File: src/rtl/prefetch_buffer.sv
// Instruction prefetch buffer: sequential word fetch into an in-order FIFO,
// with redirect flush and discard of in-flight stale responses.
module prefetch_buffer #(
  parameter int unsigned DEPTH     = 4,
  parameter logic [31:0] BOOT_ADDR = 32'h0000_0000
) (
  input  logic        clk,
  input  logic        rst_n,
  input  logic        req_i,
  input  logic [31:0] target_addr_i,
  input  logic        target_valid_i,
  output logic [31:0] instr_o,
  output logic [31:0] instr_addr_o,
  output logic        instr_valid_o,
  input  logic        instr_ready_i,
  output logic        mem_req_o,
  output logic [31:0] mem_addr_o,
  input  logic        mem_gnt_i,
  input  logic        mem_rvalid_i,
  input  logic [31:0] mem_rdata_i
);

  localparam int unsigned ADDR_W = 32;
  localparam int unsigned WORD_W = 32;
  localparam int unsigned PTR_W  = $clog2(DEPTH);
  localparam int unsigned CNT_W  = PTR_W + 1;
  localparam int unsigned SUM_W  = CNT_W + 1;
  localparam logic [SUM_W-1:0] DEPTH_S = SUM_W'(DEPTH);

  typedef enum logic {IDLE, REQ} state_t;

  state_t              state;
  logic [ADDR_W-1:0]   fetch_addr, fetch_addr_n;
  logic [ADDR_W-1:0]   resp_addr, resp_addr_n;
  logic [CNT_W-1:0]    outstanding, outstanding_n;
  logic [CNT_W-1:0]    discard, discard_n;
  logic [CNT_W-1:0]    count, count_n, idle_count;
  logic [PTR_W-1:0]    rd_ptr, wr_ptr;
  logic [ADDR_W-1:0]   addr_q [DEPTH];
  logic [WORD_W-1:0]   data_q [DEPTH];
  logic                stale, stale_n;
  logic [ADDR_W-1:0]   target;
  logic                grant, stale_grant, live_grant;
  logic                drop, push, pop;
  logic                issue_idle, issue_next;

  assign instr_valid_o = (count != '0);
  assign instr_o       = data_q[rd_ptr];
  assign instr_addr_o  = addr_q[rd_ptr];

  always_comb begin
    target        = {target_addr_i[31:2], 2'b00};
    grant         = mem_req_o & mem_gnt_i;
    stale_grant   = grant & stale;
    live_grant    = grant & ~stale;
    drop          = mem_rvalid_i & (discard != '0);
    push          = mem_rvalid_i & (discard == '0) & ~target_valid_i;
    pop           = instr_valid_o & instr_ready_i & ~target_valid_i;
    outstanding_n = outstanding + CNT_W'(grant) - CNT_W'(mem_rvalid_i);
    if (target_valid_i) begin
      // Everything still in flight after this cycle belongs to the old stream,
      // and a request held ungranted keeps its old address, so tag it stale.
      count_n      = '0;
      discard_n    = outstanding_n;
      fetch_addr_n = target;
      resp_addr_n  = target;
      stale_n      = mem_req_o & ~mem_gnt_i;
    end else begin
      count_n      = count + CNT_W'(push) - CNT_W'(pop);
      discard_n    = discard - CNT_W'(drop) + CNT_W'(stale_grant);
      fetch_addr_n = live_grant ? fetch_addr + 32'd4 : fetch_addr;
      resp_addr_n  = push ? resp_addr + 32'd4 : resp_addr;
      stale_n      = stale & ~grant;
    end
    idle_count = target_valid_i ? '0 : count;
    issue_idle = req_i & ((SUM_W'(idle_count) + SUM_W'(outstanding)) < DEPTH_S);
    issue_next = req_i & ((SUM_W'(count_n) + SUM_W'(outstanding_n)) < DEPTH_S);
  end

  always_ff @(posedge clk or negedge rst_n) begin
    if (!rst_n) begin
      state       <= IDLE;
      mem_req_o   <= 1'b0;
      mem_addr_o  <= BOOT_ADDR;
      fetch_addr  <= BOOT_ADDR;
      resp_addr   <= BOOT_ADDR;
      outstanding <= '0;
      discard     <= '0;
      count       <= '0;
      stale       <= 1'b0;
      rd_ptr      <= '0;
      wr_ptr      <= '0;
      for (int unsigned i = 0; i < DEPTH; i++) begin
        addr_q[i] <= '0;
        data_q[i] <= '0;
      end
    end else begin
      outstanding <= outstanding_n;
      discard     <= discard_n;
      count       <= count_n;
      fetch_addr  <= fetch_addr_n;
      resp_addr   <= resp_addr_n;
      stale       <= stale_n;
      if (target_valid_i) begin
        rd_ptr <= '0;
        wr_ptr <= '0;
      end else begin
        if (push) begin
          addr_q[wr_ptr] <= resp_addr;
          data_q[wr_ptr] <= mem_rdata_i;
          wr_ptr         <= wr_ptr + PTR_W'(1);
        end
        if (pop) rd_ptr <= rd_ptr + PTR_W'(1);
      end
      // The request is only allowed to move or drop once granted.
      case (state)
        IDLE: begin
          if (issue_idle) begin
            state      <= REQ;
            mem_req_o  <= 1'b1;
            mem_addr_o <= fetch_addr_n;
          end
        end
        REQ: begin
          if (mem_gnt_i) begin
            if (issue_next) begin
              mem_addr_o <= fetch_addr_n;
            end else begin
              state     <= IDLE;
              mem_req_o <= 1'b0;
            end
          end
        end
        default: state <= IDLE;
      endcase
    end
  end

endmodule

File: config.mk
export PLATFORM = sky130hd
export DESIGN_NAME = prefetch_buffer
export DESIGN_NICKNAME = d
export VERILOG_FILES = /design/src/rtl/prefetch_buffer.sv
export SDC_FILE = /design/constraint.sdc
export NUM_CORES = 1
export LEC_CHECK = 0
export ABC_CLOCK_PERIOD_IN_PS = 9100
export BUFFER_PORTS_ARGS = -buffer_cell sky130_fd_sc_hd__buf_2
export CAP_MARGIN = 20
export CORE_MARGIN = 10
export CORE_UTILIZATION = 45
export DETAILED_ROUTE_END_ITERATION = 12
export PLACE_DENSITY = 0.64
export SETUP_SLACK_MARGIN = 0.4
export SYNTH_ARGS = -nofsm -noshare
export SYNTH_HDL_FRONTEND = slang
export SYNTH_SLANG_ARGS = --single-unit
File: constraint.sdc
create_clock -name clk -period 9.1 [get_ports clk]
set_input_delay 0 -clock clk [delete_from_list [all_inputs] [get_ports clk]]
set_output_delay 0 -clock clk [all_outputs]
set_load 0.05 [all_outputs]
### After elaboration in Yosys (flattened, before gate mapping)

Index checks and enable logic that the tools add are counted.
W data, S select, Z words.

* divide/modulo/power cells: 0
* bitwise gates (word level): 19
* add/subtract/negate cells: 12
* magnitude comparators: 5
* shifts and indexed selects: 0
* $mul: 0
* reductions and logical operators: 9
* mux-type cells: 34
* eq/ne operators: 4

Operator list (number)
* $mux W32: 12
* $bwmux W128: 2
* $bmux W32 S2: 2
* $add A32 B3 Y32 const B: 2
* $demux W32 S2: 1
* $pmux W32 S2: 1
* $and A1 B1 Y1: 12
* $add A3 B1 Y3: 3
* $mux W3: 3
* $sub A3 B1 Y3: 3
* $add A3 B3 Y4: 2
* $lt A4 B3 Y1 const B: 2
* $mux W2: 4
* $mux W1: 7
* $ge A3 B3 Y1 const B: 2
* $ne A2 B2 Y1 const B: 3
* $not A2 Y3: 2
* $reduce_and A3 Y1: 2
* $reduce_bool A3 Y1: 2
* $not A1 Y1: 5
* $add A2 B1 Y2 const B: 2
* $pmux W1 S2: 2
* $reduce_bool A2 Y1: 2
* $logic_not A3 Y1: 1
* other kinds (4): 4

* logic and storage cells: 102
* bits in latches: 0
* input bits: 71
* memory bits (writable): 0
* register bits after elaboration: 368
* memories: 0
* memory bits (read-only): 0

### Depth between registers and ports, before layout

* depth after elaboration: 12
* depth in mapped cells: 20
* mapped depth without buffers: 16

### Least setup slack after synthesis

Ideal clock, no wire load.

* path type: register to register
* start point: register discard[1]
* end point: register mem_addr_o[10]
* setup slack: 4.736 ns
* library setup time: 0.095 ns
* buffers on the path: 3
* data arrival time: 4.268 ns
* cell stages (with the launch flop): 19
* period minus slack after synthesis: 4.364 ns
* cell sequence: dfrtp_1 or4b_1 buf_2 nor2_4 inv_1 ha_1 inv_1 ha_1 inv_1 fa_1 xnor2_1 nor2_1 ha_1 or4b_1 or3_1 o2bb2ai_1 buf_1 clkbuf_1 o31ai_1

* longest elaborated chain between the ends: 11

Ends and longest elaborated chain
* start: declaration: line 36 `logic [CNT_W-1:0] discard, discard_n;`
* start signal: assignment: line 99 `discard <= discard_n;`
* $logic_not A3 Y1: line 57 `push = mem_rvalid_i & (discard == '0) & ~target_valid_i;`
* $and A1 B1 Y1 (2 in series): line 57
* $add A3 B1 Y3: line 69 `count_n = count + CNT_W'(push) - CNT_W'(pop);`
* $sub A3 B1 Y3: line 69
* $mux W3: line 60 `if (target_valid_i) begin`
* named net count_n[2]: line 37 `logic [CNT_W-1:0] count, count_n, idle_count;`
* $add A3 B3 Y4: line 77 `issue_next = req_i & ((SUM_W'(count_n) + SUM_W'(outstanding_n)) < DEPTH_S);`
* $lt A4 B3 Y1: line 77
* $and A1 B1 Y1: line 77
* $ne A2 B1 Y1 (no line)
* $reduce_and A3 Y1 (no line)
* end signal: assignment: line 121 `mem_addr_o <= fetch_addr_n;`
* end signal: assignment: line 127 `mem_addr_o <= fetch_addr_n;`
* end: declaration: line 17 `output logic [31:0] mem_addr_o,`

The timed path passes the listed nets, and every way through them passes these cells.
A chain may end at the register's enable or synchronous reset.

### Worst setup path after layout

* start point: register discard[1]
* end point: register mem_addr_o[1]

Same word-level chain as after synthesis.

==> impl_metrics.env <==
export IMPL_outcome="completed"
export IMPL_cpPeakStageDelay_ps=750
export IMPL_synthArstFlopShare_pct=100
export IMPL_grt_use_met3_pct=3.46
export IMPL_grt_setup_unrepaired="false"
export IMPL_gr_usage_met1_pct=23.3
export IMPL_cts_tree="yes"
export IMPL_hold_viol_final=0
export IMPL_dieArea_sq_um=44300
export IMPL_dr_first_iter_drc_count=497
export IMPL_cts_buffers=40
export IMPL_crit_type="flop to flop"
export IMPL_power_leakage_nw=9.10
export IMPL_ios=169
export IMPL_relSlewSlack_pct=31.0
export IMPL_fp_coreArea_sq_um=35700
export IMPL_gp_congestion=0.787
export IMPL_viasPerCell=5.48
export IMPL_dr_pass1_iters=6
export IMPL_grt_max_degree=84
export IMPL_crit_fanout=48
export IMPL_fin_crit_ps=4910
export IMPL_final_cell_mix="dfrtp_1, mux2_2, buf_2, dlygate4sd3_1, mux4_2"
export IMPL_synth_area_leaders="dfrtp_1, mux2_2, mux4_2"
export IMPL_yosys_warnings=0
export IMPL_worst_setup_path_end_kind="flop"
export IMPL_timing_rr_start="discard[1]"
export IMPL_top_usage_layer="met2"
export IMPL_arrival_ps=5320
export IMPL_use_met2_pct=26.9
export IMPL_final_nets=1490
export IMPL_worst_path_stages=16
export IMPL_antenna_left=0
export IMPL_hpwl_mm=23.5
export IMPL_numPortBuffers=164
export IMPL_synth_area_sq_um=16300
export IMPL_cp_slowest_cell="or4b_1"
export IMPL_cp_startpoint="discard[1]"
export IMPL_synth_edf_count=0
export IMPL_fp_dieW_um=210
export IMPL_critPathTopFamily="simple AND/OR/NAND/NOR gates"
export IMPL_cp_required_ps=9510
export IMPL_synth_cell_types=54
export IMPL_powerDensity_nw_per_um2=326
export IMPL_cts_setup_buffers=0
export IMPL_design_area_sq_um=19700
export IMPL_cts_resized_gates=0
export IMPL_grt_pass1_wl_mm=60.9
export IMPL_diodes=0
export IMPL_cp_endpoint="mem_addr_o[1]"
export IMPL_post_route_period_util_pct=53.9
export IMPL_setup_viol=0
export IMPL_initial_core_util_pct=45.8
export IMPL_placed_cell_area_sq_um=17600
export IMPL_vdd_drop_max_mv=0.195
export IMPL_routedWlPerCell_um=19.5
export IMPL_clockBufferDepth=3
export IMPL_root_buffer="clkbuf_16"
export IMPL_first_global_vias=11000
export IMPL_skew_ps=24.6
export IMPL_postLayoutCoreUtil_pct=55.1
export IMPL_synth_ff_latch_count=358
export IMPL_synth_ff_type="dfrtp_1"
export IMPL_synth_top_area_share_pct=54.9
export IMPL_tightestPinTransition_ps=1030
export IMPL_syn2layout_area_growth_pct=20.4
export IMPL_setup_tns_ps=0
export IMPL_worstPathCellList="or4b_1 > nor2_4 > inv_1 > ha_1 > inv_1 > ha_1 > inv_1 > fa_1 > xnor2_1 > nor2_1 > ha_1 > or4b_1 > or3_1 > o2bb2ai_4 > buf_4 > mux2_1"
export IMPL_h_tree_depth=2
export IMPL_cap_violations=0
export IMPL_clock_latency_ps=540
export IMPL_max_freq_ghz=0.204
export IMPL_syn_area_per_cell_sq_um=13.8
export IMPL_ff2ff_setup_slack_ps=4190
export IMPL_r2r_end="mem_addr_o[1]"
export IMPL_startpoint_type="flop"
export IMPL_rr_worst_depth=16
export IMPL_final_common_cell="dfrtp_1"
export IMPL_wl_mm=36.9
export IMPL_post_route_cells_drive_above_1_share_pct=39.5
export IMPL_clock_sinks=358
export IMPL_path_clk_slew_ps=60
export IMPL_die_h_um=210
export IMPL_grt_ovfl_total=0
export IMPL_crit_buf_inv=4
export IMPL_rows=69
export IMPL_syn_inst=1187
export IMPL_antenna_found_initial=0
export IMPL_grt_use_total_pct=16.9
export IMPL_num_vias=10400
export IMPL_slew_violations=0
export IMPL_drc=0
export IMPL_hp_class="input pin to async pin"
export IMPL_synth_top_area_cell="dfrtp_1"
export IMPL_ys_seq_area_share_pct=54.9
-- synthesized netlist by cell type, drive strengths merged (11+ instances only) --
master and count:
xnor2 16, nand3 27, nor2 55, nand2 60
ha 16, dfrtp 358, nand4 23, buf 42
nor3 13, xor2 28, mux4 62, o21ai 15
nor4 13, mux2 265, clkbuf 34, a21oi 29
o31ai 18, inv 19, o31a 11
-- repair_timing --
item | 4_1_cts | 5_1_grt
hold buffers | 67 | 0
setup endpoints to repair | 0 | 0
endpoints found under the hold margin | 298 | 0
-- area by class of cell --
class,instances,area (sq um)
Clock buffer,56,1170
Clock inverter,15,243
Fill cell,2963,16000
Inverter,19,71.3
Multi-Input combinational cell,735,7020
Sequential cell,358,8960
Tap cell,461,577
Timing Repair Buffer,246,1610
-- power by group --
group / leakage [nW] / internal [mW] / switching [mW]
combinational: 3.79 / 0.871 / 1.59
clock: 0.696 / 1.07 / 0.639
sequential: 4.61 / 1.98 / 0.274
-- how the worst min path moves through the flow --
stage                              to  slack (ps)  cells after the start
after floorplan           addr_q[100]        -300                      0
after global placement    data_q[121]          30                      1
after detailed placement  data_q[121]          40                      1
after CTS                   rd_ptr[1]          50                      3
after global routing        rd_ptr[1]         100                      3
final                     data_q[121]          70                      2
-- through the flow --
step | hold slack, ps | setup slack (ps) | power (mW) | cells
2_1_floorplan | -296 | 4740 | 4.13 | 1188
3_3_place_gp | 33.9 | 4300 | 4.69 | 1752
3_5_place_dp | 37.5 | 4210 | 4.75 | 1752
4_1_cts | 52.6 | 4160 | 6.52 | 1890
5_1_grt | 99.9 | 4000 | 6.77 | 1890
6_report | 65.6 | 4190 | 6.42 | 1890
-- cells by family (layout without fill, tap and decap cells) --
logic type | count (synthesis) | count (layout) | share of synthesized area (%)
flip-flops | 358 | 358 | 54.9
multiplexers | 331 | 331 | 27.1
AND/OR/NAND/NOR | 242 | 242 | 7.86
AO/OA/AOI/OAI | 97 | 97 | 3.92
buffers and inverters | 95 | 336 | 2.28
XOR/XNOR | 44 | 44 | 2.36
adder cells (fa/ha/maj) | 19 | 19 | 1.59
other | 1 | 2 | 0.0230
-- registers in the layout, summed over array words and instances (netlist names) --
register / count
wr_ptr: 2
resp_addr: 30
data_q: 128
mem_req_o: 1
mem_addr_o: 32
discard: 3
rd_ptr: 2
count: 3
fetch_addr: 32
outstanding: 3
stale: 1
addr_q: 120
state: 1
-- routing by layer --
metal,vias up,wire length [um]
li1,4747,-
met1,5320,17300
met2,244,16900
met3,45,1970
met4,0,708
met5,-,0
Power figures use the tool's default switching activity.
